File: config.mk
export PLATFORM = sky130hd
export DESIGN_NAME = audio_rate_gen_flat
export DESIGN_NICKNAME = d
export VERILOG_FILES = /design/src/rtl/audio_rate_gen_if.sv /design/src/rtl/audio_rate_gen.sv /design/src/flat_wrapper.sv
export SDC_FILE = /design/constraint.sdc
export NUM_CORES = 1
export LEC_CHECK = 0
export ABC_AREA = 1
export BUFFER_PORTS_ARGS = -buffer_cell sky130_fd_sc_hd__buf_2
export CAP_MARGIN = 0
export CORE_MARGIN = 1.5
export CORE_UTILIZATION = 30
export CTS_BUF_LIST = sky130_fd_sc_hd__clkbuf_4 sky130_fd_sc_hd__clkbuf_8
export DETAILED_ROUTE_END_ITERATION = 6
export GPL_TIMING_DRIVEN = 0
export MAX_ROUTING_LAYER = met4
export PLACE_DENSITY = 0.55
export SLEW_MARGIN = 20
export SYNTH_ARGS = -nofsm -noshare
export SYNTH_HDL_FRONTEND = slang
export SYNTH_SLANG_ARGS = --single-unit
File: constraint.sdc
create_clock -name clk -period 2.45 [get_ports clk]
set_input_delay 0.49 -clock clk [delete_from_list [all_inputs] [get_ports clk]]
set_output_delay 0.49 -clock clk [all_outputs]
set_load 0.02 [all_outputs]
File: src/rtl/audio_rate_gen_if.sv
// ==== audio_rate_gen_if : control/status bundle for the sample-rate generator | rev 1.0 ====
`default_nettype none
`timescale 1ns/1ps

interface audio_rate_gen_if;
    logic       enable;
    logic [1:0] rate_sel;
    logic       audio_stb;
    logic       audio_stb_fall;
    logic       audio_clk;
    logic [1:0] rate_cur;

    modport master (
        output enable,
        output rate_sel,
        input  audio_stb,
        input  audio_stb_fall,
        input  audio_clk,
        input  rate_cur
    );

    modport slave (
        input  enable,
        input  rate_sel,
        output audio_stb,
        output audio_stb_fall,
        output audio_clk,
        output rate_cur
    );
endinterface

`default_nettype wire

File: src/rtl/audio_rate_gen.sv
// ==== audio_rate_gen : fractional-accumulator audio sample clock / strobe generator | rev 1.0 ====
`default_nettype none
`timescale 1ns/1ps

module audio_rate_gen #(
    parameter int CLKRATE = 28000000,
    parameter int RATE0   = 48000,
    parameter int RATE1   = 44100,
    parameter int RATE2   = 96000,
    parameter int RATE3   = 192000
) (
    input  logic             clk,
    input  logic             reset_n,
    audio_rate_gen_if.slave  bus
);

    localparam int c_ACC_W = $clog2(CLKRATE) + 1;
    localparam int c_SUM_W = c_ACC_W + 1;
    localparam logic [c_SUM_W-1:0] c_CLK_SUM = c_SUM_W'(CLKRATE);

    generate
        if (!(RATE0 > 0 && 2*RATE0 < CLKRATE &&
              RATE1 > 0 && 2*RATE1 < CLKRATE &&
              RATE2 > 0 && 2*RATE2 < CLKRATE &&
              RATE3 > 0 && 2*RATE3 < CLKRATE)) begin : g_bad_rate
            $fatal(1, "audio_rate_gen: every RATEx must satisfy 0 < 2*RATEx < CLKRATE");
        end
    endgenerate

    // One accumulator wrap per half-period, hence twice the sample rate.
    function automatic logic [c_ACC_W-1:0] inc_for(input logic [1:0] sel);
        logic [c_ACC_W-1:0] v;
        case (sel)
            2'd0:    v = c_ACC_W'(2*RATE0);
            2'd1:    v = c_ACC_W'(2*RATE1);
            2'd2:    v = c_ACC_W'(2*RATE2);
            default: v = c_ACC_W'(2*RATE3);
        endcase
        return v;
    endfunction

    logic [c_ACC_W-1:0] r_acc;
    logic [c_ACC_W-1:0] r_inc;
    logic [1:0]         r_rate_cur;
    logic               r_audio_clk;
    logic               r_stb;
    logic               r_stb_fall;

    logic [c_SUM_W-1:0] w_sum;
    logic               w_tick;

    assign w_sum  = {1'b0, r_acc} + {1'b0, r_inc};
    assign w_tick = (w_sum >= c_CLK_SUM);

    always_ff @(posedge clk or negedge reset_n) begin
        if (!reset_n) begin
            r_acc       <= '0;
            r_inc       <= inc_for(2'd0);
            r_rate_cur  <= 2'd0;
            r_audio_clk <= 1'b0;
            r_stb       <= 1'b0;
            r_stb_fall  <= 1'b0;
        end else if (!bus.enable) begin
            r_acc       <= '0;
            r_inc       <= inc_for(bus.rate_sel);
            r_rate_cur  <= bus.rate_sel;
            r_audio_clk <= 1'b0;
            r_stb       <= 1'b0;
            r_stb_fall  <= 1'b0;
        end else begin
            r_stb      <= 1'b0;
            r_stb_fall <= 1'b0;
            if (w_tick) begin
                r_acc       <= c_ACC_W'(w_sum - c_CLK_SUM);
                r_audio_clk <= ~r_audio_clk;
                if (!r_audio_clk) begin
                    // Rate switches only at a rising edge so no runt half-period appears.
                    r_stb      <= 1'b1;
                    r_rate_cur <= bus.rate_sel;
                    r_inc      <= inc_for(bus.rate_sel);
                end else begin
                    r_stb_fall <= 1'b1;
                end
            end else begin
                r_acc <= c_ACC_W'(w_sum);
            end
        end
    end

    assign bus.audio_stb      = r_stb;
    assign bus.audio_stb_fall = r_stb_fall;
    assign bus.audio_clk      = r_audio_clk;
    assign bus.rate_cur       = r_rate_cur;

endmodule

`default_nettype wire

File: src/flat_wrapper.sv
// flat-port wrapper written by rule: the top's interface ports become plain ports
module audio_rate_gen_flat 
#(
    parameter int CLKRATE = 28000000,
    parameter int RATE0   = 48000,
    parameter int RATE1   = 44100,
    parameter int RATE2   = 96000,
    parameter int RATE3   = 192000
)
  (clk, reset_n, bus_enable, bus_rate_sel, bus_audio_stb, bus_audio_stb_fall, bus_audio_clk, bus_rate_cur);
  audio_rate_gen_if bus_i ();
  input  logic clk;
  input  logic reset_n;
  input wire logic [$bits(bus_i.enable)-1:0] bus_enable;
  input wire logic [$bits(bus_i.rate_sel)-1:0] bus_rate_sel;
  output wire logic [$bits(bus_i.audio_stb)-1:0] bus_audio_stb;
  output wire logic [$bits(bus_i.audio_stb_fall)-1:0] bus_audio_stb_fall;
  output wire logic [$bits(bus_i.audio_clk)-1:0] bus_audio_clk;
  output wire logic [$bits(bus_i.rate_cur)-1:0] bus_rate_cur;
  assign bus_i.enable = bus_enable;
  assign bus_i.rate_sel = bus_rate_sel;
  assign bus_audio_stb = bus_i.audio_stb;
  assign bus_audio_stb_fall = bus_i.audio_stb_fall;
  assign bus_audio_clk = bus_i.audio_clk;
  assign bus_rate_cur = bus_i.rate_cur;
  audio_rate_gen #(.CLKRATE(CLKRATE), .RATE0(RATE0), .RATE1(RATE1), .RATE2(RATE2), .RATE3(RATE3)) u_core (.clk(clk), .reset_n(reset_n), .bus(bus_i));
endmodule
After elaboration in Yosys (flattened, before gate mapping)
Cells that the tools add are included.
- register bits after elaboration: 57
- input port bits: 5
- output and inout port bits: 5
- word-level logic and storage cells: 33
- add/sub/neg operators: 2
- $lt $le $gt $ge: 1
- equal/unequal tests: 4
- muxes and demuxes: 17
- bitwise gates (word level): 1
- reductions and logical operators: 2
- operator list (cell ; number):
    2-to-1 mux 26 bit ; 5
    case mux 19 bit (3 select lines) ; 1
    adder 26 x 26 -> 27 bit ; 1
    greater-or-equal comparator 27 x 25 -> 1 bit, second input constant ; 1
    subtractor 26 x 25 -> 26 bit, second input constant ; 1
    2-to-1 mux 1 bit ; 8
    2-to-1 mux 2 bit ; 3
    equality test 2 x 1 -> 1 bit, second input constant ; 1
    equality test 2 bit, second input constant ; 1
    zero test 2 bit ; 1
    inequality test 2 x 1 -> 1 bit, second input constant ; 1
    inequality test 2 bit, second input constant ; 1
    AND reduction 2 bit ; 1
    inverter 1 bit ; 1

Depth between registers and ports, before layout
- depth after elaboration: 5
- mapped depth: 20
- depth with buffers taken out: 20

Least setup slack after synthesis
Ideal clock, no wire load.
- kind: reg2reg
- start: reg u_core.r_inc[7]
- end: reg u_core.r_acc[22]
- library setup time: 0.119 ns
- data arrival time: 2.378 ns
- data required time: 2.331 ns
- setup slack: -0.047 ns
- stages on the path, launching flop included: 17
- path buffers: 0
- clock period less this slack: 2.497 ns
- path through: dfrtp_1 -> ha_1 -> nand2_2 -> o21bai_4 -> xor2_1 -> inv_1 -> ha_1 -> nand2_1 -> nor2_1 -> nand2_1 -> nand2_1 -> nand3_1 -> nand2_1 -> o21ai_0 -> nand3_1 -> nand2_1 -> nor2_1
- cells in the longest elaborated chain, start to end: 4
- elaborated cells between the ends (all ways): 5
- those cells by class: add/sub (2); order compare (1); mux (2)
- ends and longest elaborated chain (what ; line ; RTL):
    start: declaration ; audio_rate_gen.sv:43 ; logic [c_ACC_W-1:0] r_inc;
    start signal: assignment ; audio_rate_gen.sv:58 ; r_inc <= inc_for(2'd0);
    start signal: assignment ; audio_rate_gen.sv:65 ; r_inc <= inc_for(bus.rate_sel);
    start signal: assignment ; audio_rate_gen.sv:80 ; r_inc <= inc_for(bus.rate_sel);
    adder 26 x 26 -> 27 bit (*) ; audio_rate_gen.sv:52 ; assign w_sum = {1'b0, r_acc} + {1'b0, r_inc};
    subtractor 26 x 25 -> 26 bit or greater-or-equal comparator 27 x 25 -> 1 bit (tied branches) ; audio_rate_gen.sv:74, audio_rate_gen.sv:53 ;
    2-to-1 mux 26 bit (*) ; audio_rate_gen.sv:73 ; if (w_tick) begin
    2-to-1 mux 26 bit (*) ; audio_rate_gen.sv:63 ; end else if (!bus.enable) begin
    end signal: assignment ; audio_rate_gen.sv:74 ; r_acc <= c_ACC_W'(w_sum - c_CLK_SUM);
    end signal: assignment ; audio_rate_gen.sv:85 ; r_acc <= c_ACC_W'(w_sum);
    end: declaration ; audio_rate_gen.sv:42 ; logic [c_ACC_W-1:0] r_acc;
Every way passes the cells marked *; elsewhere a longest branch is shown, timed or not.
A chain may end at the register's enable or synchronous reset.

Worst setup path in the final report
- start: reg u_core.r_inc[13]
- end: reg u_core.r_acc[24]
The elaborated chain is that of the path after synthesis.

==> flow_metrics.py <==
metrics = {
    "floorplanning": {
        "die_h_um": 108,
        "dieArea_um2": 11700,
        "start_util_pct": 30.6,
        "rows": 38,
        "ios": 10,
        "die_x_um": 108,
        "core_area_um2": 10800,
    },
    "yosys": {
        "synth.area.top_cells": "dfrtp_1 25%, nand2_1 23%, inv_1 9.0%",
        "synth.cell_area_um2": 3320,
        "ys_ff_latch": 37,
        "synth_top_area_cell": "dfrtp_1",
        "syn_nets": 566,
        "synth_top_area_share_pct": 24.9,
        "synthCells": 547,
        "yosys_warnings": 0,
        "yosysUniqueCellTypes": 30,
        "ys_seq_area_share_pct": 28.0,
        "syn_avg_cell_area_um2": 6.07,
    },
    "worst_hold_path": {
        "min_path_type": "input port to async pin",
    },
    "timing": {
        "fin_skew_ns": 0.00780,
        "final_hold_viol_count": 0,
        "rsz0062_at_grt": "true",
        "fin_ws_ns": -0.380,
        "setup_viol": 32,
        "worstMarginPinSlew_ns": 0.844,
        "period_share_pct": 116,
        "maxSlewViolCount": 0,
        "fmax_mhz": 353,
        "min_period_ns": 2.83,
        "slew_headroom_pct": 43.7,
    },
    "clock_network": {
        "clk-insertion-delay-late_ns": 0.31,
        "clock_path_buffers": 2,
        "clock-root-buffer": "clkbuf_8",
        "cts_made_buffers": 5,
        "clock-sinks": 37,
        "h-tree-depth": 2,
        "cts_tree": "yes",
        "path_clk_slew_ns": 0.07,
    },
    "placed_design": {
        "routabilityCongestion": 0.923,
        "hpwlAfterDp_mm": 7.30,
        "portBuffers": 9,
    },
    "route": {
        "drc": 0,
        "vias": 3750,
        "vias_per_cell": 4.93,
        "drt-initial-drc-count": 186,
        "wl_per_cell_um": 14.4,
        "wl_mm": 10.9,
        "ant_nets": 0,
        "drt-pass1-iter-count": 4,
    },
    "finish": {
        "utilization_pct": 47.1,
        "finalNetCount": 639,
        "drive_gt1_share_pct": 49.8,
        "diodes": 0,
        "synthToLayoutAreaGrowth_pct": 53.6,
    },
    "worst_setup_path": {
        "path_buf_inv": 5,
        "critPathMaxStageDelay_ns": 0.61,
        "start_kind": "flip-flop",
        "critPathCaptureType": "flip-flop",
        "crit_path_cell_trace": "ha_4, buf_4, nand2_1, nand2_2, a21oi_4, nand2_2, buf_4, nand3_1, nand2_2, nand2_2, nor2_4, buf_4, buf_4, buf_4, nand2_1, nand2_2, nand3_2, nand2_1, nor2_2",
        "criticalPathCategory": "flip-flop to flip-flop",
        "critPathSlowestCell": "dfstp_2",
        "crit_arrival_ns": 3.07,
        "path_max_fanout": 4,
        "required_ns": 2.69,
        "cp_top_family": "simple AND/OR/NAND/NOR gates",
    },
    "pwr": {
        "vdd_drop_max_mv": 0.497,
        "power_mw": 4.02,
        "p_leak_nw": 2.50,
        "power_density_nw_per_um2": 787,
    },
    "status": {
        "violations": "negative setup slack",
        "status": "complete, but fails checks",
    },
    "global_routing": {
        "grt_pass1_wl_mm": 17.0,
        "grt-ovfl-total": 0,
        "grt_pass1_vias": 3639,
        "grt_max_degree": 38,
        "antenna_found_initial": 0,
        "grt_util_all_layers_pct": 19.1,
    },
    "flow_run": {
        "max_cap_violations": 0,
    },
}
[per-layer routing]
layer | vias up | track usage (%) | share of wire, %
li1 | 1853 | - | -
met2 | 105 | 32.9 | 50
met1 | 1768 | 23.2 | 41
met4 | 0 | 6.58 | 2.9
met3 | 24 | 2.11 | 5.3
met5 | - | - | 0
[where the power goes]
group / internal [mW] / leakage (nW) / switching (mW) / total (mW)
Clock: 0.252 / 0.0523 / 0.229 / 0.481
Combinational: 1.09 / 1.97 / 1.65 / 2.74
Sequential: 0.700 / 0.477 / 0.0979 / 0.797
[cells in the final DEF (no fill, tap or decap), drive strengths merged, types with 5 or more instances in the layout]
| cell | instances |
|---|---|
| ha | 14 |
| nand2 | 210 |
| a21oi | 21 |
| nor2 | 74 |
| nand3 | 67 |
| clkbuf | 9 |
| dfrtp | 33 |
| nand3b | 5 |
| xor2 | 6 |
| inv | 80 |
| buf | 72 |
| nand4 | 7 |
| o21ai | 10 |
[through the flow]
step	worst slack [ns]	hold slack (ns)	setup TNS (ns)	std cells	cell area, µm²
4_1_cts	-0.279	0.333	-7.79	738	4440
2_1_floorplan	0.0141	0.194	0	547	3330
6_report	-0.380	0.274	-7.32	761	5100
3_5_place_dp	-0.519	0.460	-15.05	696	3550
5_1_grt	-0.482	0.381	-11.75	761	5100
3_3_place_gp	-0.480	0.450	-13.44	696	3550
[synthesized netlist by cell type]
cell,instances
nand2_1,202
inv_1,80
nor2_1,67
nand3_1,60
dfrtp_1,33
a21oi_1,20
ha_1,14
nand2_2,8
nand4_1,7
nor2_2,7
xor2_1,6
nand3_2,5
nand3b_1,5
o21ai_0,5
dfstp_2,4
o21ai_1,4
buf_6,3
nor3_1,3
buf_2,2
buf_4,2
a21boi_0,1
a21boi_2,1
a21oi_2,1
clkbuf_1,1
nand3_4,1
nor3_2,1
o21ai_4,1
o21bai_4,1
o22ai_1,1
xnor2_1,1
[worst paths after layout]
path / endpoint / slack, ns / depth (start not counted) / from
min in group clk: u_core.r_inc[15]$_DFFE_PN0P_ / 0.48 / 3 / bus_rate_sel[1]
min reg2reg: u_core.bus.audio_stb$_DFF_PN0_ / 0.48 / 1 / u_core.bus.audio_clk$_DFFE_PN0P_
max reg2reg: u_core.r_acc[24]$_DFF_PN0_ / -0.38 / 19 / u_core.r_inc[13]$_DFFE_PN1P_
max: u_core.r_acc[24]$_DFF_PN0_ / -0.38 / 19 / u_core.r_inc[13]$_DFFE_PN1P_
min: u_core.r_acc[20]$_DFF_PN0_ / 0.27 / 1 / reset_n
max in group asynchronous: u_core.r_inc[17]$_DFFE_PN0P_ / 1.57 / 1 / reset_n
[worst reg2reg max path, stage by stage (launching register included)]
cell and delay [ns]:
dfstp_2 0.61, ha_4 0.25, buf_4 0.16, nand2_1 0.08
nand2_2 0.11, a21oi_4 0.15, nand2_2 0.10, buf_4 0.14
nand3_1 0.07, nand2_2 0.08, nand2_2 0.10, nor2_4 0.05
buf_4 0.13, buf_4 0.12, buf_4 0.12, nand2_1 0.11
nand2_2 0.10, nand3_2 0.08, nand2_1 0.07, nor2_2 0.14
[kinds of logic after synthesis]
logic type	count (synthesis)	share of synthesized area (%)
compound gates	35	6.44
xor+xnor	7	1.85
fa+ha+maj	14	5.27
buf+inv	88	10.9
flops	37	28.0
simple gates	366	47.5
[cell type report]
type	instances	area [µm²]
well taps	140	175
plain buffers	8	70.1
clock buffers	8	97.6
repair buffers	65	518
multi-input cells	423	3000
fillers	1075	5740
flip-flops and latches	37	933
inverters	80	305
[sequential cells by signal, indices dropped and copies added, names as in the netlist]
name,cells
u_core.bus.rate_cur,2
u_core.bus.audio_clk,1
u_core.bus.audio_stb,1
u_core.bus.audio_stb_fall,1
u_core.r_inc,9
u_core.r_acc,23
[timing repair]
action,CTS,global route
resized for setup,136,135
pin swaps,54,80
hold buffers,0,0
buffers inserted,29,23
setup endpoints to repair,32,32
gates cloned,5,0
No activity file was read; power rests on OpenSTA's default activity.
